--- config.mk ---
export PLATFORM = sky130hd
export DESIGN_NAME = episode_trace_recorder
export DESIGN_NICKNAME = d
export VERILOG_FILES = /design/src/rtl/grid_pkg.sv /design/src/rtl/episode_trace_recorder_trace_buffer.sv /design/src/rtl/episode_trace_recorder.sv
export SDC_FILE = /design/constraint.sdc
export NUM_CORES = 1
export LEC_CHECK = 0
export CORE_MARGIN = 2
export CORE_UTILIZATION = 55
export DETAILED_ROUTE_END_ITERATION = 8
export GPL_TIMING_DRIVEN = 0
export MAX_ROUTING_LAYER = met4
export PLACE_DENSITY_LB_ADDON = 0.2
export SYNTH_ARGS = -nofsm -noshare
export SYNTH_HDL_FRONTEND = slang
export SYNTH_HIERARCHICAL = 1
export SYNTH_SLANG_ARGS = --single-unit
--- constraint.sdc ---
create_clock -name clk -period 3.4 [get_ports clk]
set_input_delay 0.34 -clock clk [delete_from_list [all_inputs] [get_ports clk]]
set_output_delay 0.34 -clock clk [all_outputs]
set_load 0.05 [all_outputs]
--- src/rtl/grid_pkg.sv ---
// Shared grid-world definitions: state width, goal default, outcome and FSM
// encodings, and the hole-set lookup reused across the Q-learning datapath.
package grid_pkg;

  localparam int STATE_W        = 6;
  localparam int GOAL_STATE_DEF = 25;

  typedef enum logic [1:0] {
    OUT_GOAL    = 2'b00,
    OUT_HOLE    = 2'b01,
    OUT_TIMEOUT = 2'b10,
    OUT_ABORT   = 2'b11
  } outcome_t;

  typedef enum logic [1:0] {
    ST_IDLE,
    ST_RECORD,
    ST_DRAIN
  } fsm_t;

  function automatic logic is_hole(input logic [STATE_W-1:0] s);
    case (s)
      6'd5, 6'd7, 6'd8, 6'd14, 6'd17, 6'd19, 6'd20, 6'd22: return 1'b1;
      default:                                             return 1'b0;
    endcase
  endfunction

endpackage

--- src/rtl/episode_trace_recorder_trace_buffer.sv ---
// Trajectory register file: one synchronous write port, one asynchronous read
// port. Writes and reads never overlap, so no bypass path exists.
module trace_buffer
  import grid_pkg::*;
#(
  parameter int DEPTH = 16,
  parameter int AW    = 4
) (
  input  logic               clk,
  input  logic               rst_n,
  input  logic               wr_en,
  input  logic [AW-1:0]      wr_addr,
  input  logic [STATE_W-1:0] wr_data,
  input  logic [AW-1:0]      rd_addr,
  output logic [STATE_W-1:0] rd_data
);

  logic [STATE_W-1:0] mem [DEPTH];

  always_ff @(posedge clk or negedge rst_n) begin
    if (!rst_n) begin
      for (int i = 0; i < DEPTH; i++) mem[i] <= '0;
    end else if (wr_en) begin
      mem[wr_addr] <= wr_data;
    end
  end

  assign rd_data = mem[rd_addr];

endmodule

--- src/rtl/episode_trace_recorder.sv ---
// Records the per-step state trajectory of each episode, classifies the outcome
// and drains it over a valid/ready stream. Define TRACE_BEST_EN for best-goal tracking.
module episode_trace_recorder
  import grid_pkg::*;
#(
  parameter int DEPTH      = 16,
  parameter int MAX_STEPS  = 15,
  parameter int GOAL_STATE = GOAL_STATE_DEF
) (
  input  logic               clk,
  input  logic               rst_n,
  input  logic               ep_start,
  input  logic               step_valid,
  input  logic [STATE_W-1:0] step_state,
  input  logic [9:0]         episode,
  output logic               out_valid,
  input  logic               out_ready,
  output logic [STATE_W-1:0] out_data,
  output logic               out_last,
  output logic               sum_valid,
  output logic [9:0]         sum_episode,
  output logic [4:0]         sum_steps,
  output logic [1:0]         sum_outcome,
  output logic [7:0]         missed_cnt
`ifdef TRACE_BEST_EN
  ,
  output logic [4:0]         best_steps,
  output logic [9:0]         best_episode
`endif
);

  localparam int PW = $clog2(DEPTH + 1);
  localparam int AW = (DEPTH > 1) ? $clog2(DEPTH) : 1;

  fsm_t               state_q;
  logic [PW-1:0]      wr_ptr, rd_ptr, steps_q, wr_ptr_nxt, end_steps;
  logic               wr_en, end_now, missed_inc, beat_fire;
  outcome_t           end_oc;
  logic [STATE_W-1:0] rd_data;

  function automatic logic [7:0] sat_inc8(input logic [7:0] v);
    return (v == 8'hFF) ? v : v + 8'd1;
  endfunction

  assign wr_ptr_nxt = PW'(wr_ptr + 1'b1);
  assign wr_en      = (state_q == ST_RECORD) && step_valid && !ep_start;
  assign beat_fire  = out_valid && out_ready;
  assign missed_inc = ep_start && ((state_q == ST_DRAIN) ||
                                   ((state_q == ST_RECORD) && (wr_ptr != '0)));

  // Episode termination: a terminal state outranks the step limit
  always_comb begin
    end_now   = 1'b0;
    end_oc    = OUT_GOAL;
    end_steps = wr_ptr_nxt;
    if (state_q == ST_RECORD) begin
      if (ep_start) begin
        if (wr_ptr != '0) begin
          end_now   = 1'b1;
          end_oc    = OUT_ABORT;
          end_steps = wr_ptr;
        end
      end else if (step_valid) begin
        if (step_state == STATE_W'(GOAL_STATE)) begin
          end_now = 1'b1;
          end_oc  = OUT_GOAL;
        end else if (is_hole(step_state)) begin
          end_now = 1'b1;
          end_oc  = OUT_HOLE;
        end else if (wr_ptr_nxt == PW'(MAX_STEPS)) begin
          end_now = 1'b1;
          end_oc  = OUT_TIMEOUT;
        end
      end
    end
  end

  trace_buffer #(.DEPTH(DEPTH), .AW(AW)) u_buf (
    .clk     (clk),
    .rst_n   (rst_n),
    .wr_en   (wr_en),
    .wr_addr (wr_ptr[AW-1:0]),
    .wr_data (step_state),
    .rd_addr (rd_ptr[AW-1:0]),
    .rd_data (rd_data)
  );

  always_ff @(posedge clk or negedge rst_n) begin
    if (!rst_n) begin
      state_q      <= ST_IDLE;
      wr_ptr       <= '0;
      rd_ptr       <= '0;
      steps_q      <= '0;
      out_valid    <= 1'b0;
      sum_valid    <= 1'b0;
      sum_episode  <= '0;
      sum_outcome  <= '0;
      missed_cnt   <= '0;
`ifdef TRACE_BEST_EN
      best_steps   <= 5'h1F;
      best_episode <= '0;
`endif
    end else begin
      if (missed_inc) missed_cnt <= sat_inc8(missed_cnt);
      case (state_q)
        ST_IDLE: begin
          if (ep_start) begin
            state_q     <= ST_RECORD;
            sum_episode <= episode;
            wr_ptr      <= '0;
          end
        end
        ST_RECORD: begin
          if (wr_en) wr_ptr <= wr_ptr_nxt;
          if (ep_start && (wr_ptr == '0)) sum_episode <= episode;
          if (end_now) begin
            state_q     <= ST_DRAIN;
            steps_q     <= end_steps;
            sum_outcome <= end_oc;
            rd_ptr      <= '0;
            out_valid   <= 1'b1;
            sum_valid   <= 1'b1;
`ifdef TRACE_BEST_EN
            // Strict less-than keeps the earlier episode on a tie
            if ((end_oc == OUT_GOAL) && (5'(end_steps) < best_steps)) begin
              best_steps   <= 5'(end_steps);
              best_episode <= sum_episode;
            end
`endif
          end
        end
        ST_DRAIN: begin
          if (beat_fire) begin
            if (out_last) begin
              state_q   <= ST_IDLE;
              out_valid <= 1'b0;
              sum_valid <= 1'b0;
            end else begin
              rd_ptr <= PW'(rd_ptr + 1'b1);
            end
          end
        end
        default: state_q <= ST_IDLE;
      endcase
    end
  end

  assign out_data  = out_valid ? rd_data : '0;
  assign out_last  = out_valid && (PW'(rd_ptr + 1'b1) == steps_q);
  assign sum_steps = 5'(steps_q);

endmodule

==> results.py, run 1 <==
metrics = {
    "floorplanning": {
        "ioPinCount": 55,
        "die-area_sq_um": 12900,
        "rows": 40,
        "die_h_microns": 114,
        "die_w_microns": 114,
        "core_sq_um": 11900,
        "start_util_pct": 55.7,
    },
    "timing": {
        "rsz0062_at_grt": "no",
        "max_slew.worst_pin.slew_ns": 1.00,
        "setup_violations": 0,
        "fmax_mhz": 309,
        "finalHoldViolations": 0,
        "post-route-period-util_pct": 95.2,
        "setup_ws_ns": 0.164,
        "maxSlewHeadroom_pct": 32.8,
        "fin_worst_skew_ns": 0.00753,
        "holdWs_ns": 0.391,
        "fin_setup_tns_ns": 0,
        "period_minus_slack_ns": 3.24,
        "final_max_slew_viol_count": 0,
    },
    "critical_path": {
        "arrival_ns": 2.90,
        "startpoint": "rd_ptr[1]",
        "worst_ep_required_time_ns": 3.06,
        "start_kind": "flip-flop",
        "endpoint_kind": "output pin",
        "path_class": "flip-flop to output pin",
        "timing.rr.start": "state_q[1]",
        "worst-path-max-fanout": 10,
    },
    "global_routing": {
        "grt_max_degree": 100,
        "grt_pass1_vias": 4515,
        "antenna_found_initial": 0,
        "grt_util_all_layers_pct": 25.3,
        "grt_overflow": 0,
        "grt_first_pass_wirelength_microns": 24000,
    },
    "detailed_routing": {
        "drc": 0,
        "detail_route.wl_per_cell_microns": 20.0,
        "routed_via_density": 5.99,
        "routed-via-count": 4375,
        "ant_nets": 0,
        "drtIter0Drc": 314,
        "postRouteWirelength_microns": 14600,
        "drt_first_pass_iters": 5,
    },
    "power_and_ir_drop": {
        "max-vdd-ir-drop_v": 0.000635,
        "powerDensity_nw_per_um2": 826,
        "leakagePower_nw": 3.59,
    },
    "synthesis": {
        "yosys_warnings": 6,
        "synth-edff-count": 0,
        "ys_top_cells_by_area": "dfrtp_1, mux2_2, mux4_2",
        "yosysTopAreaCellShare_pct": 50.8,
        "yosys.area_share.simple_pct": 10.3,
        "yosysUniqueCellTypes": 65,
        "synth-main-ff-cell": "dfrtp_1",
        "async_flop_share_pct": 100,
        "syn_inst": 495,
        "synthAdderAreaFrac_pct": 1.14,
        "synth_nets": 522,
        "ys_seq_area_share_pct": 50.8,
        "synth_top_family_by_area": "multiplexers",
        "ys_ff_latch": 134,
        "synth-compound-area-share_pct": 6.48,
        "syn_area_per_cell_sq_um": 13.3,
        "syn_area_sq_um": 6600,
        "synth.most_common_cell": "dfrtp_1",
        "synthMuxAreaShare_pct": 26.6,
        "synth_xor_area_share_pct": 2.26,
        "yosysTopAreaCell": "dfrtp_1",
        "synthTopCellsByCount": "dfrtp_1, mux2_2, mux4_2",
    },
    "placement": {
        "place_area_sq_um": 7360,
        "io_buffers": 54,
        "dpl_worst_slack_ns": 0.0278,
        "gp_congestion": 0.817,
        "dpl.hpwl_microns": 9970,
    },
    "cts": {
        "root_buffer": "clkbuf_16",
        "numCtsBuffers": 17,
        "cts.htree.levels": 4,
        "cts.sinks": 134,
        "cts_max_path_buffers": 2,
        "clock_latency_ns": 0.42,
        "path_clk_slew_ns": 0.05,
        "cts_tree": "built",
    },
    "outcome": {
        "status": "finished clean",
    },
    "worst_hold_path": {
        "hp-class": "input pin to async pin",
    },
    "final_layout": {
        "n_fill_cell": 851,
        "antennaDiodeCount": 0,
        "utilization_pct": 67.7,
        "final_nets": 597,
        "fin_area_sq_um": 8040,
        "area_growth_pct": 21.7,
        "final_layout_size_suffix_gt1_share_pct": 35.0,
        "multi_input_area_sq_um": 3100,
        "regArea_sq_um": 3350,
    },
    "job": {
        "cap_violations": 0,
    },
}
[worst paths after layout]
check	end	depth (start not counted)	slack, ns
max	out_data[3]	7	0.16
min	missed_cnt[6]	2	0.39
max reg2reg	u_buf/mem[79]	6	0.94
min reg2reg	sum_outcome[0]	2	0.48
max in group asynchronous	u_buf/mem[2]	3	2.19
min in group clk	sum_outcome[0]	2	0.48
[where the power goes]
part	internal (mW)	leakage (nW)	total (mW)	switching [mW]
combinational	1.01	1.49	2.45	1.44
clock	1.30	0.304	1.98	0.679
sequential	1.93	1.79	2.20	0.266
[cells by family after synthesis]
kind of cell,Yosys count
buffers and inverters,33
XOR/XNOR,17
AO/OA/AOI/OAI,61
multiplexers,132
adder cells (fa/ha/maj),6
flip-flops,134
AND/OR/NAND/NOR,112
[repair_timing]
action | CTS | global route
hold buffers | 1 | 0
endpoints found under the setup margin | 6 | 3
hold endpoints to repair | 35 | 0
pin swaps | 0 | 0
buffers inserted | 0 | 0
resized for setup | 10 | 7
[state kept, by name (all words and copies together) (netlist names)]
register,cells
sum_steps,5
u_buf/mem,96
state_q,2
rd_ptr,5
missed_cnt,8
sum_valid,1
wr_ptr,5
sum_episode,10
sum_outcome,2
[through the flow]
| step | std cells | power [mW] |
|---|---|---|
| finish | 730 | 6.63 |
| global route | 730 | 6.95 |
| CTS | 730 | 6.66 |
| detailed placement | 697 | 4.72 |
| global placement | 696 | 4.65 |
| floorplan | 495 | 3.96 |
[placed cells by master (no fill, tap or decap), types with 5 or more instances in the layout]
master and instances:
a22oi_1 11, o21ai_0 16, buf_6 5, clkbuf_1 9
dfrtp_1 134, nor2b_1 5, mux4_2 24, nor3_1 9
clkbuf_16 17, a21oi_1 10, clkinvlp_4 5, nor2_1 22
nand3_1 10, xnor2_1 10, nand2_1 23, inv_1 8
mux2_2 107, dlygate4sd2_1 6, ha_1 6, xor2_1 7
clkdlybuf4s50_1 47, and2_1 7
[worst max-delay path: stages (launching register included)]
cell	delay (ns)
dfrtp_1	0.39
buf_1	0.35
buf_2	0.37
mux4_2	0.35
a22oi_1	0.33
nand2_1	0.11
and2_1	0.17
dlygate4sd2_1	0.41
[layer usage]
metal  vias to the layer above  wire, microns  GRT usage, %
met3                        19            630          6.38
met2                       101           7140          39.6
met5                         -              0             -
li1                       1976              -             -
met1                      2279           6630          33.3
met4                         0            165          7.24
[area by class of cell]
cell class	count	area share, %
Buffer	24	1.79
Tap cell	147	2.29
Clock inverter	11	2.13
Clock buffer	21	5.98
Timing Repair Buffer	56	7.12
Inverter	9	0.420
Sequential cell	134	41.7
Multi-Input combinational cell	328	38.5
(Power assumes the default switching activity.)
==> run 2, diff against run 1 <==
==> constraint.sdc (replaced) <==
create_clock -name clk -period 3.4 [get_ports clk]
set_input_delay 0.68 -clock clk [delete_from_list [all_inputs] [get_ports clk]]
set_output_delay 0.68 -clock clk [all_outputs]
set_load 0.05 [all_outputs]
==> run 2 against run 1 <==
Sequential cell count stayed put. Routed wire length is 0.50% lower. Non-clock buffer count is 1 lower. First-iteration DRC count is 2.2% higher. Via count is 1.3% lower. Core utilization is 0.063 points higher. Highest routed layer unchanged.
==> results.py, run 2 (synthesized netlist as in run 1, its figures left out) <==
metrics = {
    "floorplanning": {
        "start_util_pct": 55.7,
        "die_h_microns": 114,
        "ioPinCount": 55,
        "rows": 40,
        "die_w_microns": 114,
        "die-area_sq_um": 12900,
        "core_sq_um": 11900,
    },
    "power_and_ir_drop": {
        "max-vdd-ir-drop_v": 0.000634,
        "powerDensity_nw_per_um2": 826,
        "leakagePower_nw": 3.58,
    },
    "detailed_routing": {
        "drc": 0,
        "drt_first_pass_iters": 4,
        "ant_nets": 0,
        "dr.max_layer_used": "met4",
        "wl_met2_microns": 7210,
        "met3_length_microns": 573,
        "routed_via_density": 5.93,
        "routed-via-count": 4320,
        "postRouteWirelength_microns": 14500,
        "wl_met1_microns": 6580,
        "drtIter0Drc": 321,
        "detail_route.wl_per_cell_microns": 19.9,
    },
    "cts": {
        "cts.sinks": 134,
        "post_cts_buffers": 0,
        "cts_tree": "built",
        "clock_latency_ns": 0.42,
        "holdBufCountCts": 0,
        "cts.htree.levels": 4,
        "numCtsBuffers": 17,
        "path_clk_slew_ns": 0.06,
        "root_buffer": "clkbuf_16",
        "cts_max_path_buffers": 2,
    },
    "timing": {
        "rsz0062_at_grt": "no",
        "post-route-period-util_pct": 96.1,
        "setup_violations": 0,
        "holdWs_ns": 0.156,
        "finalHoldViolations": 0,
        "fin_worst_skew_ns": 0.0110,
        "period_minus_slack_ns": 3.27,
        "maxSlewHeadroom_pct": 35.4,
        "max_slew.worst_pin.slew_ns": 0.962,
        "final_max_slew_viol_count": 0,
        "fin_setup_tns_ns": 0,
        "fmax_mhz": 306,
    },
    "critical_path": {
        "endpoint_kind": "output pin",
        "worst_ep_required_time_ns": 2.72,
        "start_kind": "flip-flop",
        "arrival_ns": 2.59,
        "worst-path-max-fanout": 10,
        "path_class": "flip-flop to output pin",
    },
    "final_layout": {
        "reg_top3": "u_buf/mem x96, sum_episode x10, missed_cnt x8",
        "final_layout_size_suffix_gt1_share_pct": 36.8,
        "antennaDiodeCount": 0,
        "final_nets": 596,
        "regArea_sq_um": 3350,
        "multi_input_area_sq_um": 3110,
        "mostFrequentLayoutCells": "dfrtp_1, mux2_2, clkdlybuf4s50_1, mux4_2, nand2_1",
        "largest_reg_flops": 96,
        "utilization_pct": 67.8,
        "top_register": "u_buf/mem",
        "layout_commonest_cell": "dfrtp_1",
        "area_growth_pct": 21.8,
        "n_fill_cell": 856,
        "fin_area_sq_um": 8040,
    },
    "global_routing": {
        "antenna_found_initial": 0,
        "grt_util_all_layers_pct": 25.2,
        "grt_first_pass_wirelength_microns": 24000,
        "grt_overflow": 0,
        "grt_max_degree": 100,
        "grt_pass1_vias": 4507,
    },
    "worst_hold_path": {
        "hp-class": "input pin to async pin",
    },
    "job": {
        "cap_violations": 0,
    },
    "placement": {
        "io_buffers": 54,
        "place_area_sq_um": 7360,
        "dpl.hpwl_microns": 9970,
        "gp_congestion": 0.817,
    },
    "outcome": {
        "status": "finished clean",
    },
}
[run 2: cell types whose count changed in the layout (fill, tap and decap cells not counted), moves of 2 or more]
cell	previous run	this run
dlygate4sd2_1	6	1
clkdlybuf4s15_2	0	3
a22oi_1	11	9
a22oi_2	1	3
buf_2	3	5
buf_6	5	3
buf_8	0	2
[run 2: metrics by stage]
step / worst slack (ns) / total power [mW] / instances
6_report: 0.133 / 6.64 / 729
5_1_grt: 0.0102 / 6.97 / 729
4_1_cts: 0.0265 / 6.71 / 729
3_5_place_dp: -0.312 / 4.72 / 697
3_3_place_gp: -3.32 / 4.65 / 696
2_1_floorplan: 0.727 / 3.96 / 495
[run 2: path summary, 6_finish.rpt]
kind	from	to	slack, ns	depth (start not counted)
max in group asynchronous	rst_n	u_buf/mem[65]	2.45	2
min in group clk	sum_outcome[0]	sum_outcome[0]	0.48	2
max	rd_ptr[0]	out_data[1]	0.13	7
min reg2reg	sum_outcome[0]	sum_outcome[0]	0.48	2
min	rst_n	missed_cnt[6]	0.16	1
max reg2reg	wr_ptr[0]	rd_ptr[2]	0.96	8
[run 2: cell type report]
class / instances / share of cell area [%]
Buffer: 24 / 1.93
Clock buffer: 21 / 5.97
Clock inverter: 11 / 2.13
Inverter: 9 / 0.420
Multi-Input combinational cell: 328 / 38.6
Sequential cell: 134 / 41.7
Tap cell: 147 / 2.29
Timing Repair Buffer: 55 / 6.92
[run 2: worst max-delay path, stage by stage, from the launching register on]
cell and delay [ns]:
dfrtp_2 0.42, buf_4 0.21, buf_8 0.19, mux4_2 0.51
a22oi_1 0.27, nand2_1 0.09, and2_1 0.16, clkdlybuf4s15_2 0.33
[run 2: routing by layer]
metal / GRT usage [%] / vias to the layer above
met2: 39.5 / 79
met1: 33.3 / 2261
li1: - / 1969
met3: 6.16 / 11
met5: - / -
met4: 7.24 / 0
[run 2: what timing repair did]
item,4_1_cts,5_1_grt
cloned,0,0
endpoints found under the setup margin,7,6
resized for setup,32,9
[run 2: power breakdown]
group | leakage, nW | switching, mW | internal (mW) | total, mW
sequential | 1.79 | 0.267 | 1.93 | 2.20
clock | 0.304 | 0.674 | 1.30 | 1.98
combinational | 1.49 | 1.44 | 1.02 | 2.46
